==> config.mk <==
export PLATFORM = sky130hd
export DESIGN_NAME = chip_74195_emulator
export DESIGN_NICKNAME = d
export VERILOG_FILES = /design/src/rtl/chip_emu_pkg.sv /design/src/rtl/chip_74195_emulator_pin_sync.sv /design/src/rtl/chip_74195_emulator.sv
export SDC_FILE = /design/constraint.sdc
export NUM_CORES = 1
export LEC_CHECK = 0
export BUFFER_PORTS_ARGS = -buffer_cell sky130_fd_sc_hd__buf_4
export CORE_ASPECT_RATIO = 0.6
export CORE_MARGIN = 4
export CORE_UTILIZATION = 35
export CTS_BUF_LIST = sky130_fd_sc_hd__clkbuf_16
export CTS_CLUSTER_DIAMETER = 50
export DETAILED_ROUTE_END_ITERATION = 10
export RECOVER_POWER = 100
export SKIP_LAST_GASP = 1
export SYNTH_ARGS = -nofsm -noshare
export SYNTH_HDL_FRONTEND = slang
export SYNTH_HIERARCHICAL = 1
export SYNTH_SLANG_ARGS = --single-unit
export TNS_END_PERCENT = 30
==> constraint.sdc <==
create_clock -name Clk -period 3.9 [get_ports Clk]
set_input_delay 0.195 -clock Clk [delete_from_list [all_inputs] [get_ports Clk]]
set_output_delay 0.195 -clock Clk [all_outputs]
set_load 0.01 [all_outputs]
==> src/rtl/chip_emu_pkg.sv <==
// Shared types and constants for the 74195 pin-level emulator.
// Pure definitions; no timing or flow control.
package chip_emu_pkg;

  typedef enum logic [1:0] {
    F_OFF    = 2'd0,
    F_ARMED  = 2'd1,
    F_ACTIVE = 2'd2
  } fault_state_t;

  // FaultPin encodings, lowest pin number first
  localparam logic [2:0] FAULT_PIN_11 = 3'd0;
  localparam logic [2:0] FAULT_PIN_12 = 3'd1;
  localparam logic [2:0] FAULT_PIN_13 = 3'd2;
  localparam logic [2:0] FAULT_PIN_14 = 3'd3;
  localparam logic [2:0] FAULT_PIN_15 = 3'd4;

  localparam logic [1:0] JK_CLEAR  = 2'b00;
  localparam logic [1:0] JK_HOLD   = 2'b01;
  localparam logic [1:0] JK_TOGGLE = 2'b10;
  localparam logic [1:0] JK_SET    = 2'b11;

  localparam int LANE_CLR_N   = 0;
  localparam int LANE_J       = 1;
  localparam int LANE_K_N     = 2;
  localparam int LANE_A       = 3;
  localparam int LANE_B       = 4;
  localparam int LANE_C       = 5;
  localparam int LANE_D       = 6;
  localparam int LANE_SH_LD_N = 7;
  localparam int LANE_CLK     = 8;
  localparam int NUM_LANES    = 9;

  function automatic logic jk_next_qa(input logic [1:0] jk, input logic qa);
    logic r;
    r = qa;
    case (jk)
      JK_CLEAR:  r = 1'b0;
      JK_SET:    r = 1'b1;
      JK_TOGGLE: r = ~qa;
      JK_HOLD:   r = qa;
      default:   r = qa;
    endcase
    return r;
  endfunction

endpackage

==> src/rtl/chip_74195_emulator_pin_sync.sv <==
// Multi-flop pin synchronizer with optional registered rising-edge detect.
// Latency SYNC_STAGES cycles to q; rise is combinational on q; no backpressure.
module pin_sync #(
  parameter int SYNC_STAGES = 2,
  parameter bit RISE_EN     = 1'b0
) (
  input  logic clk,
  input  logic reset,
  input  logic d,
  output logic q,
  output logic rise
);

  logic [SYNC_STAGES-1:0] stage_q;
  logic [SYNC_STAGES-1:0] stage_d;

  always_comb begin
    stage_d = {stage_q[SYNC_STAGES-2:0], d};
  end

  always_ff @(posedge clk) begin
    if (reset) begin
      stage_q <= '0;
    end else begin
      stage_q <= stage_d;
    end
  end

  assign q = stage_q[SYNC_STAGES-1];

  generate
    if (RISE_EN) begin : g_rise
      logic prev_q;
      logic prev_d;

      always_comb begin
        prev_d = q;
      end

      always_ff @(posedge clk) begin
        if (reset) begin
          prev_q <= 1'b0;
        end else begin
          prev_q <= prev_d;
        end
      end

      assign rise = q & ~prev_q;
    end else begin : g_no_rise
      assign rise = 1'b0;
    end
  endgenerate

endmodule

==> src/rtl/chip_74195_emulator.sv <==
// 74195 shift register emulated from the pin side, with stuck-at fault injection.
// Pin10 rise to Q pins in SYNC_STAGES+1 cycles; pin-level block, no backpressure.
module chip_74195_emulator
  import chip_emu_pkg::*;
#(
  parameter int SYNC_STAGES = 2
) (
  input  logic       Clk,
  input  logic       Reset,
  input  logic       Pin1,
  input  logic       Pin2,
  input  logic       Pin3,
  input  logic       Pin4,
  input  logic       Pin5,
  input  logic       Pin6,
  input  logic       Pin7,
  input  logic       Pin9,
  input  logic       Pin10,
  output logic       Pin15,
  output logic       Pin14,
  output logic       Pin13,
  output logic       Pin12,
  output logic       Pin11,
  input  logic       FaultEn,
  input  logic [2:0] FaultPin,
  input  logic       FaultVal,
  input  logic [7:0] FaultDelay,
  output logic       FaultActive,
  output logic [7:0] EdgeCount
);

  localparam int                GATE_W    = $clog2(SYNC_STAGES + 2);
  localparam logic [GATE_W-1:0] GATE_OPEN = GATE_W'(SYNC_STAGES + 1);

  logic [NUM_LANES-1:0] pin_raw;
  logic [NUM_LANES-1:0] pin_s;
  logic [NUM_LANES-1:0] lane_rise;

  assign pin_raw[LANE_CLR_N]   = Pin1;
  assign pin_raw[LANE_J]       = Pin2;
  assign pin_raw[LANE_K_N]     = Pin3;
  assign pin_raw[LANE_A]       = Pin4;
  assign pin_raw[LANE_B]       = Pin5;
  assign pin_raw[LANE_C]       = Pin6;
  assign pin_raw[LANE_D]       = Pin7;
  assign pin_raw[LANE_SH_LD_N] = Pin9;
  assign pin_raw[LANE_CLK]     = Pin10;

  for (genvar i = 0; i < NUM_LANES; i++) begin : g_sync
    pin_sync #(
      .SYNC_STAGES(SYNC_STAGES),
      .RISE_EN    (i == LANE_CLK)
    ) u_sync (
      .clk  (Clk),
      .reset(Reset),
      .d    (pin_raw[i]),
      .q    (pin_s[i]),
      .rise (lane_rise[i])
    );
  end

  logic [GATE_W-1:0] gate_q, gate_d;
  logic [3:0]        q_q, q_d;
  logic [7:0]        edge_cnt_q, edge_cnt_d;
  logic [7:0]        fcnt_q, fcnt_d;
  fault_state_t      state_q, state_d;
  logic              rise_det;
  logic [4:0]        pins_out;

  // Only the chip-CLK lane drives rise; the gate hides the post-reset fill of the chain.
  assign rise_det = (gate_q == GATE_OPEN) & pin_s[LANE_CLK] & (|lane_rise);

  always_comb begin
    gate_d = (gate_q == GATE_OPEN) ? gate_q : gate_q + GATE_W'(1);

    edge_cnt_d = rise_det ? edge_cnt_q + 8'd1 : edge_cnt_q;

    q_d = q_q;
    if (!pin_s[LANE_CLR_N]) begin
      q_d = 4'b0000;
    end else if (rise_det) begin
      if (!pin_s[LANE_SH_LD_N]) begin
        q_d = {pin_s[LANE_A], pin_s[LANE_B], pin_s[LANE_C], pin_s[LANE_D]};
      end else begin
        q_d = {jk_next_qa({pin_s[LANE_J], pin_s[LANE_K_N]}, q_q[3]), q_q[3:1]};
      end
    end
  end

  always_comb begin
    state_d = state_q;
    fcnt_d  = fcnt_q;
    case (state_q)
      F_OFF: begin
        if (FaultEn) begin
          state_d = F_ARMED;
          fcnt_d  = FaultDelay;
        end
      end
      F_ARMED: begin
        if (!FaultEn) begin
          state_d = F_OFF;
        end else if (fcnt_q == 8'd0) begin
          state_d = F_ACTIVE;
        end else if (rise_det) begin
          fcnt_d = fcnt_q - 8'd1;
        end
      end
      F_ACTIVE: begin
        if (!FaultEn) begin
          state_d = F_OFF;
        end
      end
      default: state_d = F_OFF;
    endcase
  end

  always_ff @(posedge Clk) begin
    if (Reset) begin
      gate_q     <= '0;
      q_q        <= 4'b0000;
      edge_cnt_q <= 8'd0;
      fcnt_q     <= 8'd0;
      state_q    <= F_OFF;
    end else begin
      gate_q     <= gate_d;
      q_q        <= q_d;
      edge_cnt_q <= edge_cnt_d;
      fcnt_q     <= fcnt_d;
      state_q    <= state_d;
    end
  end

  // Fault override sits after the Q register so the internal state keeps evolving.
  always_comb begin
    pins_out = {q_q[3], q_q[2], q_q[1], q_q[0], ~q_q[0]};
    if (state_q == F_ACTIVE) begin
      case (FaultPin)
        FAULT_PIN_11: pins_out[0] = FaultVal;
        FAULT_PIN_12: pins_out[1] = FaultVal;
        FAULT_PIN_13: pins_out[2] = FaultVal;
        FAULT_PIN_14: pins_out[3] = FaultVal;
        FAULT_PIN_15: pins_out[4] = FaultVal;
        default: ;
      endcase
    end
  end

  assign Pin15       = pins_out[4];
  assign Pin14       = pins_out[3];
  assign Pin13       = pins_out[2];
  assign Pin12       = pins_out[1];
  assign Pin11       = pins_out[0];
  assign FaultActive = (state_q == F_ACTIVE);
  assign EdgeCount   = edge_cnt_q;

endmodule

==> results of run 1 <==
[synth_stat cells]
cell | n | area, um2
or2_2 | 1 | 6.26
nor2b_1 | 20 | 125
a211oi_1 | 6 | 45.0
nand2_1 | 10 | 37.5
nand4_1 | 4 | 25.0
mux2_2 | 4 | 45.0
inv_1 | 4 | 15.0
clkbuf_1 | 4 | 15.0
a22oi_1 | 1 | 7.51
nor4_1 | 2 | 12.5
nand3_1 | 5 | 25.0
buf_4 | 8 | 60.1
a41oi_4 | 1 | 27.5
xor2_1 | 7 | 61.3
o21ai_1 | 5 | 25.0
or4_1 | 1 | 7.51
nor4_2 | 2 | 25.0
nand3b_1 | 2 | 15.0
a311oi_1 | 1 | 8.76
nor3b_1 | 1 | 7.51
xnor2_1 | 1 | 8.76
buf_6 | 1 | 11.3
buf_2 | 1 | 5.00
and3_1 | 3 | 18.8
ha_1 | 4 | 50.1
nor3_1 | 5 | 25.0
a21o_1 | 3 | 22.5
nand3_2 | 1 | 10.0
a21oi_1 | 11 | 55.1
conb_1 | 8 | 30.0
a21oi_2 | 3 | 26.3
a31oi_1 | 1 | 6.26
nand2b_1 | 5 | 31.3
or2_1 | 2 | 12.5
nor2_1 | 27 | 101
o22ai_1 | 1 | 6.26
a31oi_2 | 1 | 12.5
dfxtp_1 | 43 | 861
mux2i_1 | 4 | 40.0
nor2b_2 | 1 | 8.76
or3_1 | 1 | 6.26
o21ai_2 | 1 | 8.76
[power by group through the flow]
| stage | logic, mW | registers, mW | clock network, mW |
|---|---|---|---|
| 2_1_floorplan | 0.0919 | 0.483 | 0 |
| 3_3_place_gp | 0.121 | 0.486 | 0 |
| 3_5_place_dp | 0.123 | 0.487 | 0 |
| 4_1_cts | 0.124 | 0.477 | 0.486 |
| 5_1_grt | 0.139 | 0.480 | 0.504 |
| 6_report | 0.122 | 0.478 | 0.478 |
[layer usage]
metal,GRT usage,vias up,part of all wire
met5,0,-,0
met2,0.162,34,0.39
met3,0.0420,8,0.059
met4,0.0498,0,0.016
li1,-,783,-
met1,0.177,663,0.53
[final timing paths]
path / startpoint / end
setup reg to reg: gate_q[0] / fcnt_q[0]
hold reg to reg: g_sync[3].u_sync/stage_q[0] / g_sync[3].u_sync/stage_q[1]
setup / recovery: gate_q[0] / fcnt_q[0]
hold / removal: Pin2 / g_sync[1].u_sync/stage_q[0]
[cells by family after synthesis]
kind of cell,synth area share
adder cells (fa/ha/maj),0.0256
flip-flops,0.440
multiplexers,0.0435
XOR/XNOR,0.0359
buffers and inverters,0.0544
AO/OA/AOI/OAI,0.129
AND/OR/NAND/NOR,0.256
other,0.0154
[per-stage QoR]
stage	utilization	cells	worst slack (ns)
2_1_floorplan	-	217	2.19
3_3_place_gp	0.425	306	1.55
3_5_place_dp	0.425	306	1.48
4_1_cts	0.458	314	1.45
5_1_grt	0.446	314	0.629
6_report	0.446	314	0.972
[final cells by class]
type,instances,share of cell area
Inverter,4,0.00644
Clock buffer,5,0.0536
Clock inverter,3,0.0198
Sequential cell,43,0.369
Tap cell,66,0.0354
Multi-Input combinational cell,156,0.419
Timing Repair Buffer,37,0.0966
[state kept, by name, summed over array words and instances (netlist names)]
register	flops
EdgeCount	8
q_q	4
g_sync.u_sync/stage_q	18
gate_q	2
g_sync.u_sync/g_rise.prev_q	1
state_q	2
fcnt_q	8
==> flow_metrics.py, run 1 <==
metrics = {
    "worst_setup_path": {
        "crit_path_frequent_cell": "a31oi_1",
        "crit_required_ns": 4.09,
        "cp-end-kind": "flip-flop",
        "cp_num_buf_inv": 0,
        "path_max_fanout": 17,
        "slowest_delay_ns": 1.09,
        "arrival_ns": 3.12,
        "critical_path_class": "reg2reg",
        "r2r_setup_slack_ns": 0.97,
        "rr_worst_depth": 6,
        "path_cells": "ha_1 -> nand2_1 -> a31oi_1 -> a41oi_4 -> or3_1 -> a31oi_1",
        "critPathLaunchType": "flip-flop",
        "crit_slowest_cell": "a31oi_1",
        "cp_top_family": "compound AO/OA/AOI/OAI gates",
        "path_depth": 6,
    },
    "clocking": {
        "clk_pin_slew_worst_paths_ns": 0.06,
        "hold_buffers": 0,
        "clock_path_buffers": 2,
        "cts_made_buffers": 5,
        "post_cts_buffers": 0,
        "h-tree-depth": 2,
        "cts_tree": "built",
        "cts_sinks": 43,
        "root_buffer": "clkbuf_16",
        "worstSkewPairLatency_ns": 0.29,
        "cts_resized": 0,
    },
    "placed_design": {
        "dp_hpwl_um": 2840,
        "place.gp.congestion": 0.726,
        "dpl_cell_area_um2": 2220,
        "io_buffers": 37,
    },
    "power_and_ir_drop": {
        "clockPowerShare": 0.444,
        "power.net_switching_mw": 0.256,
        "p_seq_frac": 0.443,
        "total_power_mw": 1.08,
        "power.leakage_nw": 0.910,
        "ir_drop_mv": 0.181,
        "p_sw_frac": 0.238,
        "internal_power_mw": 0.822,
        "share_comb_of_total_power": 0.113,
        "powerDensity_nw_per_um2": 462,
    },
    "grt": {
        "grt_pass1_vias": 1363,
        "overflow": 0,
        "grt_max_degree": 41,
        "antenna_found_initial": 0,
        "grt_pass1_wl_um": 6690,
        "grt_usage": 0.122,
    },
    "route": {
        "viasPerCell": 4.74,
        "vias": 1488,
        "routed_wl_um": 3900,
        "first_iter_violations": 53,
        "drtAntennaViolNets": 0,
        "avgRoutedWirePerCell_um": 12.4,
        "drcViolationCount": 0,
        "first_pass_iters": 5,
    },
    "timing": {
        "setup_viol": 0,
        "tightest_slew_ns": 1.72,
        "drv_slew": 59,
        "max_slew_margin": -0.145,
        "setup-tns-final_ns": 0,
        "fmax_mhz": 342,
        "fin_hold_ws_ns": 0.115,
        "rsz0062_at_grt": "no",
        "period_needed_ns": 2.93,
        "skew_ns": 0.00395,
        "period_share": 0.751,
        "final-hold-violation-count": 0,
    },
    "run_status": {
        "failed_checks": "capacitance limit, slew limit",
        "status": "complete, but fails checks",
    },
    "yosys": {
        "syn_inst": 217,
        "syn_nets": 245,
        "synth.cell_area_um2": 1950,
        "synth.avg_cell_area_um2": 9.01,
        "synth_cell_types": 42,
        "synth-warning-count": 6,
        "seq_area_frac_synth": 0.440,
        "ys_seq_elements": 43,
    },
    "layout": {
        "register_area_um2": 861,
        "drive_gt1_frac": 0.173,
        "final_cell_mix": "43 x dfxtp_1, 27 x nor2_1, 23 x buf_4",
        "multi_input_area_um2": 977,
        "fin_area_um2": 2330,
        "final_common_cell": "dfxtp_1",
        "n_antenna_cell": 0,
        "nets": 275,
        "area_growth_syn_to_layout_pct": 19.3,
        "fillers": 526,
    },
    "die": {
        "ios": 38,
        "fp.dieH_um": 65.9,
        "die_w_um": 104,
        "dieArea_um2": 6880,
        "fp.coreArea_um2": 5230,
        "rows": 20,
        "start_util": 0.374,
    },
    "job": {
        "max_cap_violations": 2,
    },
    "worst_hold_path": {
        "whs_path_depth": 2,
        "hp-class": "in2reg",
    },
}
(Power assumes the default switching activity.)
==> inputs of run 2 (changes only) <==
ABC_AREA = 1   (was unset)
clock period = 2.69 ns   (was 3.9 ns; I/O delays follow)
==> run 2 against run 1 <==
The run now ends clean. Clock skew increased by 0.00097 ns. Final cell count rose by 38%. Sequential share of layout area down 3.2 points. Critical endpoint is now q_q[3]. Flip-flop and latch count unchanged. Synthesized cell count up 47%. Non-clock buffer count is the same. Critical path type unchanged. Clock power rose by 26%.
==> flow_metrics.py, run 2 <==
metrics = {
    "route": {
        "drtAntennaViolNets": 0,
        "first_iter_violations": 98,
        "drcViolationCount": 0,
        "avgRoutedWirePerCell_um": 10.1,
        "routed_wl_um": 4370,
        "viasPerCell": 4.33,
        "first_pass_iters": 4,
        "vias": 1877,
    },
    "run_status": {
        "status": "complete, no violations",
    },
    "placed_design": {
        "dp_hpwl_um": 3190,
        "place.gp.congestion": 0.802,
        "io_buffers": 37,
        "dpl_worst_slack_ns": 1.18,
    },
    "yosys": {
        "synth-warning-count": 6,
        "seq_area_frac_synth": 0.393,
        "synth.cell_area_um2": 2190,
        "synth_cell_types": 34,
        "yosysTopAreaCellShare": 0.393,
        "synthTopCellsByArea": "dfxtp_1 39%, nand2_1 11%, nor2_1 8.7%, inv_1 7.5%, a21oi_1 4.3%",
        "yosysMostFrequentCell": "nand2_1",
        "netlist_top_cells_count": "64 x nand2_1, 51 x nor2_1, 44 x inv_1",
        "syn_inst": 318,
        "yosysTopAreaCell": "dfxtp_1",
        "ys_seq_elements": 43,
        "synth_flop_cell": "dfxtp_1",
        "synth.avg_cell_area_um2": 6.89,
        "syn_nets": 346,
        "async_flop_share": 0,
        "synth_edf_count": 0,
    },
    "timing": {
        "skew_ns": 0.00492,
        "fin_hold_ws_ns": 0.0498,
        "max_slew_margin": 0.171,
        "layout_setup_ws_ns": 0.859,
        "drv_slew": 0,
        "setup-tns-final_ns": 0,
        "setup_viol": 0,
        "fmax_mhz": 546,
        "period_needed_ns": 1.83,
        "final-hold-violation-count": 0,
        "rsz0062_at_grt": "no",
        "period_share": 0.680,
        "tightest_slew_ns": 1.24,
    },
    "layout": {
        "fillers": 644,
        "area_growth_syn_to_layout_pct": 16.6,
        "final_cell_mix": "65 x nand2_1, 52 x nor2_1, 46 x inv_1",
        "largest_reg_flops": 18,
        "final_util": 0.420,
        "nets": 376,
        "largest-register": "g_sync.u_sync/stage_q",
        "n_antenna_cell": 0,
        "final_common_cell": "nand2_1",
        "drive_gt1_frac": 0.123,
    },
    "clocking": {
        "post_cts_buffers": 0,
        "hold_buffers": 0,
        "clk_pin_slew_worst_paths_ns": 0.07,
        "h-tree-depth": 2,
        "worstSkewPairLatency_ns": 0.28,
        "clock_path_buffers": 2,
        "cts_made_buffers": 5,
        "cts_sinks": 43,
        "cts_tree": "built",
        "cts_resized": 0,
        "root_buffer": "clkbuf_16",
    },
    "power_and_ir_drop": {
        "power.leakage_nw": 1.25,
        "powerDensity_nw_per_um2": 605,
        "ir_drop_mv": 0.276,
        "total_power_mw": 1.55,
    },
    "worst_setup_path": {
        "crit_required_ns": 2.90,
        "arrival_ns": 2.04,
        "critical_path_class": "reg2reg",
        "path_max_fanout": 13,
        "cp-end-kind": "flip-flop",
        "critPathLaunchType": "flip-flop",
    },
    "grt": {
        "grt_pass1_wl_um": 7560,
        "antenna_found_initial": 0,
        "grt_usage": 0.120,
        "grt_pass1_vias": 1690,
        "grt_max_degree": 30,
        "overflow": 0,
    },
    "die": {
        "fp.dieH_um": 69.3,
        "dieArea_um2": 7630,
        "fp.coreArea_um2": 6080,
        "ios": 38,
        "rows": 22,
        "start_util": 0.360,
        "die_w_um": 110,
    },
    "job": {
        "max_cap_violations": 0,
    },
    "worst_hold_path": {
        "hp-class": "in2reg",
    },
}
## run 2: worst paths after layout
| kind | startpoint | end | slack (ns) | cells after the start |
|---|---|---|---|---|
| worst min register to register | g_sync[5].u_sync/stage_q[0] | g_sync[5].u_sync/stage_q[1] | 0.40 | 2 |
| worst min-delay path | Pin3 | g_sync[2].u_sync/stage_q[0] | 0.05 | 3 |
| worst max register to register | gate_q[1] | q_q[3] | 0.86 | 7 |
| worst max-delay path | gate_q[1] | q_q[3] | 0.86 | 7 |
## run 2: cell type report
class | count | area (um2) | area share
Sequential cell | 43 | 861 | 0.337
Multi-Input combinational cell | 211 | 1030 | 0.402
Inverter | 50 | 188 | 0.0734
Clock inverter | 3 | 23.8 | 0.00930
Clock buffer | 5 | 125 | 0.0489
Tap cell | 84 | 105 | 0.0411
Timing Repair Buffer | 37 | 225 | 0.0881
## run 2: worst max-delay path: stages, from the launching register on
cell     delay [ns]
dfxtp_1        0.35
ha_1           0.22
nand2_1        0.06
inv_1          0.10
nand2_1        0.29
inv_1          0.42
o21ai_0        0.16
a21oi_1        0.15
## run 2: cells by family (layout without fill, tap and decap cells)
family                   count (synthesis)  after routing  synth area share
AND/OR/NAND/NOR                        152            152             0.306
buffers and inverters                   64             95             0.136
flip-flops                              43             43             0.393
AO/OA/AOI/OAI                           38             38            0.0919
other                                    8              8            0.0137
XOR/XNOR                                 7              7            0.0280
adder cells (fa/ha/maj)                  4              4            0.0228
multiplexers                             2              2           0.00913
## run 2: power breakdown
| group | internal (mW) | switching (mW) |
|---|---|---|
| sequential | 0.675 | 0.0245 |
| clock | 0.347 | 0.255 |
| combinational | 0.0987 | 0.147 |
| total | 1.12 | 0.427 |
## run 2: layer usage
layer	GRT usage	wire [um]
met1	0.171	2310
met2	0.180	1760
met3	0.0381	276
met4	0.0205	30
met5	0	0
## run 2: stage by stage
step	area, um2	std cells
after global routing	2560	433
after floorplan	2190	318
final	2560	433
after global placement	2460	425
after CTS	2610	433
after detailed placement	2460	425
